`src/rtl/fpadd_bf16xn_pipe.sv`:
```
// rtl/fpadd_bf16xn_pipe.sv - LANES-wide packed bf16 add/sub, RNE with DAZ/FTZ, STAGES-deep stallable pipe.
// Optional per-lane {invalid, overflow, underflow, inexact} flags port under FPADD_BF16XN_FLAGS_EN.
module fpadd_bf16xn_pipe #(
    parameter int LANES  = 2,
    parameter int STAGES = 2
) (
    input  logic                  clk,
    input  logic                  rst_n,
    input  logic                  in_valid,
    output logic                  in_ready,
    input  logic [LANES-1:0]      in_sub,
    input  logic [16*LANES-1:0]   X,
    input  logic [16*LANES-1:0]   Y,
    output logic                  out_valid,
    input  logic                  out_ready,
    output logic [16*LANES-1:0]   R
`ifdef FPADD_BF16XN_FLAGS_EN
    ,
    output logic [4*LANES-1:0]    flags
`endif
);

`ifdef FPADD_BF16XN_FLAGS_EN
    localparam int LW = 20;
`else
    localparam int LW = 16;
`endif

    function automatic logic [LW-1:0] add_lane(input logic [15:0] a, input logic [15:0] b_in,
                                               input logic sub);
        logic [15:0] b, res;
        logic        a_nan, b_nan, a_inf, b_inf, a_zero, b_zero, swap, sl, found, g, rs, up;
        logic [7:0]  el, d, ml, ms;
        logic [23:0] wide;
        logic [10:0] sig_l, sig_s, m;
        logic [11:0] s12;
        logic [3:0]  lz;
        logic [9:0]  e;
        logic [8:0]  sig9;
`ifdef FPADD_BF16XN_FLAGS_EN
        logic [3:0]  fl;
        fl = 4'b0;
`endif
        b      = {b_in[15] ^ sub, b_in[14:0]};
        a_nan  = (&a[14:7]) && (|a[6:0]);
        b_nan  = (&b[14:7]) && (|b[6:0]);
        a_inf  = (&a[14:7]) && !(|a[6:0]);
        b_inf  = (&b[14:7]) && !(|b[6:0]);
        a_zero = ~|a[14:7];
        b_zero = ~|b[14:7];
        res = 16'h0; swap = 1'b0; sl = 1'b0; found = 1'b0; g = 1'b0; rs = 1'b0; up = 1'b0;
        el = 8'h0; d = 8'h0; ml = 8'h0; ms = 8'h0; wide = 24'h0; sig_l = 11'h0; sig_s = 11'h0;
        m = 11'h0; s12 = 12'h0; lz = 4'h0; e = 10'h0; sig9 = 9'h0;
        if (a_nan || b_nan) begin
            res = 16'h7FC0;
`ifdef FPADD_BF16XN_FLAGS_EN
            fl[3] = (a_nan && !a[6]) || (b_nan && !b[6]);
`endif
        end else if (a_inf && b_inf) begin
            res = (a[15] != b[15]) ? 16'h7FC0 : a;
`ifdef FPADD_BF16XN_FLAGS_EN
            fl[3] = (a[15] != b[15]);
`endif
        end else if (a_inf) begin
            res = a;
        end else if (b_inf) begin
            res = b;
        end else if (a_zero && b_zero) begin
            res = {a[15] & b[15], 15'h0};
        end else if (a_zero) begin
            res = b;
        end else if (b_zero) begin
            res = a;
        end else begin
            swap  = b[14:0] > a[14:0];
            sl    = swap ? b[15] : a[15];
            el    = swap ? b[14:7] : a[14:7];
            ml    = {1'b1, swap ? b[6:0] : a[6:0]};
            ms    = {1'b1, swap ? a[6:0] : b[6:0]};
            d     = el - (swap ? a[14:7] : b[14:7]);
            // Small operand lands in [23:16]; G,R at [15:14], everything below folds into sticky.
            wide  = (d >= 8'd24) ? 24'h0 : ({ms, 16'h0} >> d);
            sig_s = (d >= 8'd24) ? 11'd1 : {wide[23:14], |wide[13:0]};
            sig_l = {ml, 3'b000};
            s12   = (a[15] == b[15]) ? ({1'b0, sig_l} + {1'b0, sig_s})
                                     : ({1'b0, sig_l} - {1'b0, sig_s});
            if (s12 == 12'h0) begin
                res = 16'h0000;
            end else begin
                if (s12[11]) begin
                    m = {s12[11:2], s12[1] | s12[0]};
                    e = {2'b00, el} + 10'd1;
                end else begin
                    for (int i = 10; i >= 0; i--) begin
                        if (!found) begin
                            if (s12[i]) found = 1'b1;
                            else        lz = lz + 4'd1;
                        end
                    end
                    m = s12[10:0] << lz;
                    e = {2'b00, el} - {6'b0, lz};
                end
                g    = m[2];
                rs   = m[1] | m[0];
                up   = g && (rs || m[3]);
                sig9 = {1'b0, m[10:3]} + {8'b0, up};
                if (sig9[8]) e = e + 10'd1;
                if ($signed(e) >= 10'sd255)    res = {sl, 15'h7F80};
                else if ($signed(e) <= 10'sd0) res = {sl, 15'h0000};
                else                           res = {sl, e[7:0], sig9[6:0]};
`ifdef FPADD_BF16XN_FLAGS_EN
                fl[2] = ($signed(e) >= 10'sd255);
                fl[1] = ($signed(e) <= 10'sd0);
                fl[0] = g | rs | fl[2] | fl[1];
`endif
            end
        end
`ifdef FPADD_BF16XN_FLAGS_EN
        return {fl, res};
`else
        return res;
`endif
    endfunction

    logic [16*LANES-1:0] w_res;
    logic                w_stall;
    logic [STAGES-1:0]   r_vld;
    logic [16*LANES-1:0] r_dat [STAGES];
`ifdef FPADD_BF16XN_FLAGS_EN
    logic [4*LANES-1:0]  w_flg;
    logic [4*LANES-1:0]  r_flg [STAGES];
`endif

    always_comb begin
        w_res = '0;
`ifdef FPADD_BF16XN_FLAGS_EN
        w_flg = '0;
`endif
        for (int i = 0; i < LANES; i++) begin
`ifdef FPADD_BF16XN_FLAGS_EN
            {w_flg[4*i +: 4], w_res[16*i +: 16]} = add_lane(X[16*i +: 16], Y[16*i +: 16], in_sub[i]);
`else
            w_res[16*i +: 16] = add_lane(X[16*i +: 16], Y[16*i +: 16], in_sub[i]);
`endif
        end
    end

    // One global stall freezes every stage, so bubbles and words keep their relative spacing.
    assign w_stall   = r_vld[STAGES-1] && !out_ready;
    assign in_ready  = !w_stall;
    assign out_valid = r_vld[STAGES-1];
    assign R         = r_dat[STAGES-1];
`ifdef FPADD_BF16XN_FLAGS_EN
    assign flags     = r_flg[STAGES-1];
`endif

    always_ff @(posedge clk or negedge rst_n) begin
        if (!rst_n) begin
            r_vld <= '0;
            for (int s = 0; s < STAGES; s++) begin
                r_dat[s] <= '0;
`ifdef FPADD_BF16XN_FLAGS_EN
                r_flg[s] <= '0;
`endif
            end
        end else if (!w_stall) begin
            r_vld[0] <= in_valid;
            r_dat[0] <= w_res;
`ifdef FPADD_BF16XN_FLAGS_EN
            r_flg[0] <= w_flg;
`endif
            for (int s = 1; s < STAGES; s++) begin
                r_vld[s] <= r_vld[s-1];
                r_dat[s] <= r_dat[s-1];
`ifdef FPADD_BF16XN_FLAGS_EN
                r_flg[s] <= r_flg[s-1];
`endif
            end
        end
    end

endmodule

```
`config.mk`:
```
export PLATFORM = sky130hd
export DESIGN_NAME = fpadd_bf16xn_pipe
export DESIGN_NICKNAME = d
export VERILOG_FILES = /design/src/rtl/fpadd_bf16xn_pipe.sv
export SDC_FILE = /design/constraint.sdc
export NUM_CORES = 1
export LEC_CHECK = 0
export BUFFER_PORTS_ARGS = -buffer_cell sky130_fd_sc_hd__buf_2
export CAP_MARGIN = 20
export CORE_MARGIN = 8
export CORE_UTILIZATION = 35
export DETAILED_ROUTE_END_ITERATION = 7
export GPL_TIMING_DRIVEN = 0
export PLACE_DENSITY_LB_ADDON = 0.05
export RECOVER_POWER = 25
export SLEW_MARGIN = 20
export SYNTH_ARGS = -nofsm -noshare
export SYNTH_HDL_FRONTEND = slang
export SYNTH_SLANG_ARGS = --single-unit
```
`constraint.sdc`:
```
create_clock -name clk -period 4.1 [get_ports clk]
set_clock_uncertainty 0.15 [all_clocks]
set_input_delay 0.82 -clock clk [delete_from_list [all_inputs] [get_ports clk]]
set_output_delay 0.82 -clock clk [all_outputs]
set_load 0.005 [all_outputs]
```
==> results of run 1 <==
-- kinds of logic (layout without fill, tap and decap cells) --
| logic type | after synthesis | in the layout | synth area share [%] |
|---|---|---|---|
| fa+ha+maj | 98 | 98 | 8.76 |
| other cells | 0 | 1 | 0 |
| xor+xnor | 67 | 67 | 4.19 |
| compound gates | 669 | 669 | 33.0 |
| mux | 59 | 59 | 4.42 |
| simple gates | 899 | 899 | 30.8 |
| buf+inv | 235 | 559 | 7.28 |
| flops | 66 | 66 | 11.5 |
-- synth_stat cells (all sizes together), types with 16 or more instances --
cell type,number,area [um^2]
nor2,181,682
nor3,54,285
inv,105,394
dfrtp,66,1650
or3,23,149
a31oi,25,156
a211o,17,149
a211oi,25,203
o211a,16,160
clkbuf,75,282
a21o,31,233
o31ai,24,199
nor4,23,169
o22ai,23,144
or2,16,100
buf,55,368
mux2i,42,420
xor2,28,245
nand2,330,1250
o21ai,126,638
or4,18,146
nor2b,21,131
nand4,33,213
and3,25,156
nand2b,31,201
o211ai,38,300
a21oi,142,711
a21boi,16,120
ha,94,1180
xnor2,38,333
and2,32,203
nand3,74,375
-- registers in the layout, summed over array words and instances (netlist names) --
signal and flops:
R 32, r_vld 2, r_dat 32
-- cell usage in the layout (no fill, tap or decap), types with 47 or more instances in the layout --
master | Yosys | final
nand2_1 | 329 | 306
buf_6 | 1 | 55
nor3_1 | 51 | 47
buf_2 | 9 | 66
buf_4 | 38 | 227
nor2_1 | 180 | 160
nand3_1 | 73 | 60
a21oi_1 | 142 | 109
inv_1 | 102 | 65
o21ai_0 | 113 | 83
dfrtp_1 | 66 | 66
-- routing by layer --
layer / share of wire [%] / wire (um) / vias to the layer above / GRT usage (%)
met3: 5.8 / 3540 / 91 / 2.23
met2: 45 / 27500 / 572 / 38.6
li1: - / - / 8435 / -
met1: 47 / 28700 / 8451 / 34.5
met5: 0 / 0 / - / 0
met4: 2.1 / 1300 / 0 / 5.46
-- power groups by stage --
| stage | registers, mW | clock network (mW) | logic (mW) |
|---|---|---|---|
| floorplan | 1.04 | 0 | 3.92 |
| global placement | 1.09 | 0 | 5.40 |
| detailed placement | 1.09 | 0 | 5.41 |
| CTS | 1.08 | 0.761 | 6.26 |
| global route | 1.11 | 0.784 | 7.38 |
| finish | 1.08 | 0.741 | 6.82 |
-- stage by stage --
step / instances / power (mW)
floorplan: 2093 / 4.96
global placement: 2726 / 6.49
detailed placement: 2727 / 6.51
CTS: 2887 / 8.10
global route: 2949 / 9.27
finish: 2950 / 8.64
-- final timing paths --
kind | startpoint | end | slack (ns) | depth (start not counted)
worst max-delay path | X[23] | r_dat[53]$_DFFE_PN0N_ | -8.69 | 68
worst min-delay path | R[28]$_DFFE_PN0N_ | R[28]$_DFFE_PN0N_ | 0.31 | 2
worst max register to register | r_vld[1]$_DFFE_PN0N_ | r_dat[51]$_DFFE_PN0N_ | 1.26 | 7
worst min register to register | R[28]$_DFFE_PN0N_ | R[28]$_DFFE_PN0N_ | 0.31 | 2
max in group asynchronous | rst_n | R[7]$_DFFE_PN0N_ | 0.75 | 2
min in group asynchronous | rst_n | r_dat[60]$_DFFE_PN0N_ | 0.72 | 1
-- area by class of cell --
cell class                 instances  share of cell area [%]
sequential                        66                    8.17
tap                              532                    3.29
clock buffer                      11                    1.15
inverter                         105                    2.26
multi-input combinational       1792                    68.2
clock inverter                     5                   0.272
timing repair buffer             318                    12.5
antenna                            1                  0.0124
buffer                           120                    4.12
-- timing repair --
item                       in CTS  in global routing
pin swaps                     139                100
setup buffers                 154                 79
setup endpoints to repair      32                 32
resized for setup             327                176
-- critical path, delay by kind of cell --
kind	cells	cell delay [ns]
AOI/OAI and AO/OA	21	3.94
muxes	3	0.62
xor gates and xnor gates	1	0.11
buffers and inverters	12	1.35
and+or+nand+nor	23	4.12
adders and majority gates	8	1.87
==> impl_metrics.tcl, run 1 <==
set metrics [dict create \
    power.leakage_nw 8.45 \
    grt_overflow 0 \
    layout.nets 2580 \
    drtPass1Iterations 6 \
    drtAntennaViolNets 0 \
    die_h_um 218 \
    cts_tree "yes" \
    placed_cell_area_mm2 0.0163 \
    setup_tns_ns -261.28 \
    drive_above_1_share_pct 33.1 \
    syn_area_per_cell_um2 6.85 \
    worstSetupPathType "in -> reg" \
    final_util_pct 49.7 \
    core_mm2 0.0406 \
    pwr-share-seq_pct 12.5 \
    portBuffers 101 \
    grt_pass1_wl_mm 94.2 \
    rsz0062_at_grt "true" \
    ir_drop_uv 229 \
    synth_edf_count 0 \
    drt-initial-drc-count 1477 \
    power.density_mw_per_mm2 427 \
    fin_area_mm2 0.0202 \
    clock_path_buffers 2 \
    synthFlopType "dfrtp_1" \
    area.sequential_mm2 0.00165 \
    drc 0 \
    avgViaCountPerCell 5.95 \
    worstPathMaxFanout 10 \
    wl_mm 61.0 \
    combPwrFrac_pct 78.9 \
    clock-root-buffer "clkbuf_16" \
    grt_pass1_vias 16700 \
    clkLatencyLatePin_ns 0.33 \
    antenna_found_initial 1 \
    required_ns 4.16 \
    status "complete, but fails checks" \
    synth-async-reset-ratio_pct 100 \
    cpMaxStageDelayCell "or4_1" \
    report.final.slew_viol_count 69 \
    yosysWarnings 0 \
    finalWorstSetupSlack_ns -8.69 \
    violations "capacitance limit, slew limit, setup timing" \
    max_stage_delay_ns 0.55 \
    hold_class "reg -> reg" \
    slew-limit-headroom_pct -13.6 \
    fin_crit_sh_pct 312 \
    pwr-share-clk_pct 8.6 \
    switchingPower_mw 4.31 \
    cts_hold_buf 0 \
    die_w_um 218 \
    vias 17500 \
    clock_sink_count 66 \
    worstPathArrival_ns 12.85 \
    critPathLaunchType "input port" \
    period_needed_ns 12.79 \
    place_congestion 0.924 \
    hold_viol_final 0 \
    ys_types 112 \
    p_int_mw 4.33 \
    swShare_pct 49.9 \
    synth_area_mm2 0.0143 \
    setup_violations 32 \
    ys_ff_latch 66 \
    gr-usage-all-layers_pct 24.1 \
    worstMarginPinSlew_ns 1.70 \
    syn2layout_area_growth_pct 41.0 \
    hold_ws_ns 0.312 \
    synth_seq_area_share_pct 11.5 \
    cts-buffers-inserted 9 \
    syn-num-nets 2261 \
    multi_input_area_mm2 0.0138 \
    io_pins 104 \
    crit_path_end_kind "register" \
    fp-row-count 74 \
    max_cap_viol_count 2 \
    die_area_mm2 0.0477 \
    hpwl_mm 46.8 \
    path_clk_slew_ns 0.06 \
    postSynthCellCount 2093 \
    max_freq_ghz 0.0782 \
    initial_core_util_pct 35.3 \
    pre_cts_ws_ns -11.16 \
    htree_levels 3 \
    n_fill_cell 4113 \
    avgRoutedWirePerCell_um 20.7 \
    grt_max_degree 40 \
]
(Power assumes the default switching activity.)
==> inputs of run 2 (changes only) <==
--- a/config.mk
+++ b/config.mk
@@ -7,9 +7,11 @@
 export LEC_CHECK = 0
 export BUFFER_PORTS_ARGS = -buffer_cell sky130_fd_sc_hd__buf_2
 export CAP_MARGIN = 20
+export CORE_ASPECT_RATIO = 0.75
 export CORE_MARGIN = 8
 export CORE_UTILIZATION = 35
 export DETAILED_ROUTE_END_ITERATION = 7
+export GPL_ROUTABILITY_DRIVEN = 0
 export GPL_TIMING_DRIVEN = 0
 export PLACE_DENSITY_LB_ADDON = 0.05
 export RECOVER_POWER = 25
==> run 2 against run 1 <==
  * Sequential cell count stayed put
  * Largest power group unchanged
  * Die area is 0.14% higher
  * Sequential power hardly changed
  * The flow finishes with violations (setup timing)
  * Worst setup slack worse by 0.16 ns
  * Largest cell class unchanged
==> impl_metrics.tcl, run 2 (synthesis gave the netlist of run 1 again) <==
set metrics [dict create \
    max_freq_ghz 0.0772 \
    area.sequential_mm2 0.00165 \
    hold_viol_final 0 \
    report.final.slew_viol_count 0 \
    worstMarginPinSlew_ns 1.43 \
    vias 18000 \
    critPathLaunchType "input port" \
    slew-limit-headroom_pct 4.76 \
    cpMaxStageDelayCell "a211oi_2" \
    clock_path_buffers 2 \
    io_pins 104 \
    syn2layout_area_growth_pct 41.9 \
    gr-usage-all-layers_pct 24.6 \
    clock_sink_count 66 \
    worstSetupPathType "in -> reg" \
    timing.critical_path.mode_cell "ha_4" \
    status "complete, but fails checks" \
    worstPathMaxFanout 6 \
    rsz0062_at_grt "true" \
    drtAntennaViolNets 0 \
    crit_path_end_kind "register" \
    fin_area_mm2 0.0203 \
    hold_class "reg -> reg" \
    antenna_found_initial 1 \
    wl_mm 63.0 \
    setup_violations 32 \
    grt_pass1_vias 16600 \
    layout.nets 2588 \
    reg2reg_depth 10 \
    max_stage_delay_ns 0.53 \
    portBuffers 101 \
    core_mm2 0.0406 \
    ir_drop_uv 185 \
    pre_cts_ws_ns -11.25 \
    clock-root-buffer "clkbuf_16" \
    drc 0 \
    avgViaCountPerCell 6.09 \
    cts_hold_buf 0 \
    die_w_um 250 \
    grt_max_degree 56 \
    cts-buffers-inserted 9 \
    worstPathArrival_ns 13.02 \
    drive_above_1_share_pct 33.6 \
    layout_common_cells "nand2_1, buf_4, nor2_1" \
    rrSetupSlack_ns 1.31 \
    violations "setup timing" \
    grt_pass1_wl_mm 95.6 \
    required_ns 4.17 \
    hpwl_mm 47.4 \
    max_cap_viol_count 0 \
    layout_commonest_cell "nand2_1" \
    hold_depth 2 \
    finalWorstSetupSlack_ns -8.85 \
    cts_tree "yes" \
    initial_core_util_pct 35.3 \
    r2r_start "r_vld[1]$_DFFE_PN0N_" \
    htree_levels 3 \
    holdPathEnd "R[17]$_DFFE_PN0N_" \
    fin_crit_sh_pct 316 \
    fp-row-count 64 \
    die_area_mm2 0.0478 \
    power.leakage_nw 8.52 \
    final_util_pct 50.1 \
    placed_cell_area_mm2 0.0163 \
    n_fill_cell 4053 \
    hold_ws_ns 0.311 \
    min_from "R[17]$_DFFE_PN0N_" \
    period_needed_ns 12.95 \
    avgRoutedWirePerCell_um 21.3 \
    path_clk_slew_ns 0.06 \
    drtPass1Iterations 5 \
    power.density_mw_per_mm2 441 \
    power_mw 8.98 \
    die_h_um 191 \
    grt_overflow 0 \
    diodes 0 \
    drt-initial-drc-count 1756 \
    r2r_end "r_dat[59]$_DFFE_PN0N_" \
    clkLatencyLatePin_ns 0.33 \
    multi_input_area_mm2 0.0139 \
]
run 2: layer usage:
layer | GRT usage, % | routed length (um)
met2 | 34.8 | 25300
met4 | 3.75 | 744
met3 | 3.55 | 4830
met1 | 39.0 | 32100
met5 | 0 | 13
run 2: per-stage QoR:
stage,instances,setup TNS [ns]
floorplan,2093,-246.70
global placement,2722,-323.81
detailed placement,2723,-325.88
CTS,2888,-259.59
global route,2951,-278.28
finish,2951,-262.75
run 2: cell type report:
type	count	share of cell area, %
Tap cell	528	3.25
Buffer	118	3.91
Timing Repair Buffer	328	12.6
Clock inverter	4	0.221
Multi-Input combinational cell	1792	68.5
Clock buffer	10	1.13
Sequential cell	66	8.12
Inverter	105	2.24
run 2: timing repair:
item,4_1_cts,5_1_grt
gates resized for setup,329,166
setup buffers,163,66
cloned,0,0
setup endpoints to repair,32,32
pin swaps,152,124
run 2: critical path: cells and delay by family:
family / cells / cell delay [ns]
buffers and inverters: 13 / 1.43
AO/OA/AOI/OAI: 25 / 5.44
AND/OR/NAND/NOR: 15 / 1.97
multiplexers: 4 / 0.68
XOR/XNOR: 2 / 0.49
adder cells (fa/ha/maj): 9 / 2.18
run 2: how the worst max path moves through the flow:
stage                     start               endpoint  slack, ns  depth (start not counted)
after detailed placement  X[25]  r_dat[51]$_DFFE_PN0N_     -11.25                         65
after global routing      X[22]  r_dat[54]$_DFFE_PN0N_      -9.37                         62
after CTS                 X[22]  r_dat[62]$_DFFE_PN0N_      -8.65                         74
after floorplan           X[29]  r_dat[62]$_DFFE_PN0N_      -8.66                         67
after global placement    X[25]  r_dat[51]$_DFFE_PN0N_     -11.32                         66
final                     X[18]  r_dat[51]$_DFFE_PN0N_      -8.85                         68
run 2: where the power goes:
group,total (mW),switching [mW],internal [mW]
Sequential,1.11,0.187,0.924
Combinational,7.13,4.01,3.12
Clock,0.735,0.274,0.460
==> inputs of run 3 (changes only) <==
--- a/config.mk
+++ b/config.mk
@@ -13,7 +13,7 @@
 export DETAILED_ROUTE_END_ITERATION = 7
 export GPL_ROUTABILITY_DRIVEN = 0
 export GPL_TIMING_DRIVEN = 0
-export PLACE_DENSITY_LB_ADDON = 0.05
+export PLACE_DENSITY_LB_ADDON = 0.12
 export RECOVER_POWER = 25
 export SLEW_MARGIN = 20
 export SYNTH_ARGS = -nofsm -noshare
==> constraint.sdc (replaced) <==
create_clock -name clk -period 10.52 [get_ports clk]
set_clock_uncertainty 0.15 [all_clocks]
set_input_delay 2.104 -clock clk [delete_from_list [all_inputs] [get_ports clk]]
set_output_delay 2.104 -clock clk [all_outputs]
set_load 0.005 [all_outputs]
==> run 3 against run 2 <==
  * The flow finishes with violations (capacitance limit, slew limit, setup timing)
  * Cell area down 1.5%
  * Register-to-register slack better by 6.5 ns
  * Non-clock buffer count down 20
  * Routed wire length down 3.2%
  * Sequential power down 61%
  * Clock-buffer cell count up 2
  * First-iteration DRC count up 19%
  * Sequential share of layout area up 0.12 points
  * Global-route usage down 0.77 points
  * Worst setup slack better by 5.3 ns
  * Largest power group unchanged
  * Highest routed layer unchanged
==> impl_metrics.tcl, run 3 (synthesis gave the netlist of run 1 again) <==
set metrics [dict create \
    status "complete, but fails checks" \
    violations "capacitance limit, slew limit, setup timing" \
    cpMaxStageDelayCell "or4_4" \
    slew-limit-headroom_pct -61.4 \
    max_freq_ghz 0.0709 \
    n_fill_cell 4006 \
    power.leakage_nw 8.42 \
    worstPathMaxFanout 6 \
    fin_crit_sh_pct 134 \
    syn2layout_area_growth_pct 39.7 \
    portBuffers 101 \
    grt_pass1_vias 16500 \
    setup_tns_ns -98.00 \
    r2r_start "r_vld[1]$_DFFE_PN0N_" \
    grt_pass1_wl_mm 93.3 \
    rrSetupSlack_ns 7.83 \
    report.final.slew_viol_count 46 \
    worstPathArrival_ns 14.20 \
    gr-usage-all-layers_pct 23.9 \
    required_ns 10.61 \
    max_cap_viol_count 1 \
    cpLargestDelayFamily "compound AO/OA/AOI/OAI gates" \
    cts-buffers-inserted 9 \
    core_mm2 0.0406 \
    clock_path_buffers 2 \
    clock_sink_count 66 \
    hold_ws_ns 0.310 \
    critPathLaunchType "input port" \
    drive_above_1_share_pct 32.3 \
    drc 0 \
    ir_drop_uv 110 \
    hold_class "reg -> reg" \
    cts_hold_buf 0 \
    die_h_um 191 \
    min_from "r_vld[0]$_DFFE_PN0N_" \
    drt-initial-drc-count 2089 \
    layout_commonest_cell "nand2_1" \
    die_w_um 250 \
    antenna_found_initial 2 \
    drtPass1Iterations 5 \
    reg2reg_depth 9 \
    setup_violations 30 \
    layout_common_cells "nand2_1, buf_4, nor2_1" \
    period_needed_ns 14.11 \
    io_pins 104 \
    rsz0062_at_grt "true" \
    worstMarginPinSlew_ns 2.42 \
    clkLatencyLatePin_ns 0.33 \
    fp-row-count 64 \
    power.density_mw_per_mm2 171 \
    diodes 0 \
    hold_depth 1 \
    hold_viol_final 0 \
    worstSetupPathType "in -> reg" \
    timing.critical_path.mode_cell "nor2_1" \
    htree_levels 3 \
    finalWorstSetupSlack_ns -3.59 \
    grt_max_degree 46 \
    power_mw 3.42 \
    crit_path_end_kind "register" \
    holdPathEnd "r_vld[1]$_DFFE_PN0N_" \
    avgViaCountPerCell 6.10 \
    wl_mm 61.0 \
    hpwl_mm 46.1 \
    drtAntennaViolNets 0 \
    vias 17900 \
    initial_core_util_pct 35.3 \
    clock-root-buffer "clkbuf_16" \
    r2r_end "r_dat[60]$_DFFE_PN0N_" \
    max_stage_delay_ns 0.44 \
    path_buf_inv 10 \
    die_area_mm2 0.0478 \
    grt_overflow 0 \
    layout.nets 2568 \
    cts_tree "yes" \
    avgRoutedWirePerCell_um 20.8 \
    path_clk_slew_ns 0.05 \
]
[run 3: cell count changes in the layout (fill, tap and decap cells not counted), sizes merged]
cell      before  now
clkinv         4    1
buf          383  359
clkinvlp       3    5
clkbuf        73   79
inv          101  102
[run 3: power breakdown]
group,internal (mW),switching (mW),total (mW)
sequential,0.360,0.0682,0.428
clock,0.196,0.108,0.304
combinational,1.16,1.53,2.69
[run 3: area by class of cell]
| type | instances | area (um^2) | area share (%) |
|---|---|---|---|
| multi-input combinational | 1792 | 13800 | 68.7 |
| inverter | 105 | 458 | 2.29 |
| sequential | 66 | 1650 | 8.25 |
| timing repair buffer | 307 | 2430 | 12.1 |
| clock inverter | 4 | 50.0 | 0.250 |
| buffer | 119 | 762 | 3.80 |
| clock buffer | 12 | 256 | 1.28 |
| tap | 528 | 661 | 3.30 |
[run 3: metal layers]
metal  track usage [%]  vias to the layer above  share of wire (%)
li1                  -                     8414                  -
met1              36.4                     8586                 49
met2              33.9                      808                 40
met3              5.03                       91                9.2
met4              3.93                        4                1.5
met5              1.73                        -               0.21
[run 3: stage by stage]
| stage | util (%) | setup WS [ns] | cells | cell area [um^2] |
|---|---|---|---|---|
| 6_report | 49.3 | -3.59 | 2933 | 20000 |
| 5_1_grt | 49.3 | -4.21 | 2933 | 20000 |
| 4_1_cts | 46.8 | -3.48 | 2880 | 19000 |
| 3_5_place_dp | 40.0 | -5.91 | 2723 | 16200 |
| 3_3_place_gp | 39.9 | -5.87 | 2722 | 16200 |
| 2_1_floorplan | - | -3.53 | 2093 | 15000 |
[run 3: worst max-delay path by stage]
stage	start	to	slack [ns]	depth (start not counted)
floorplan	X[29]	r_dat[62]$_DFFE_PN0N_	-3.53	67
global placement	X[25]	r_dat[54]$_DFFE_PN0N_	-5.87	66
detailed placement	X[25]	r_dat[51]$_DFFE_PN0N_	-5.91	66
CTS	X[28]	r_dat[55]$_DFFE_PN0N_	-3.48	70
global route	X[22]	r_dat[60]$_DFFE_PN0N_	-4.21	74
finish	X[22]	r_dat[60]$_DFFE_PN0N_	-3.59	74
[run 3: worst reg2reg max path, cell delays in order (launching register included)]
cell	delay [ns]
dfrtp_1	0.35
nor2b_1	0.17
clkbuf_1	0.47
or3_1	0.20
clkbuf_1	0.34
nand2b_1	0.16
buf_1	0.28
a21oi_1	0.12
o211a_1	0.14
a211oi_2	0.21
[run 3: timing repair]
| item | CTS | global route |
|---|---|---|
| endpoints found under the setup margin | 32 | 32 |
| setup buffers | 150 | 54 |
| gates resized for setup | 313 | 150 |
| pin swaps | 139 | 104 |
| cloned | 0 | 0 |
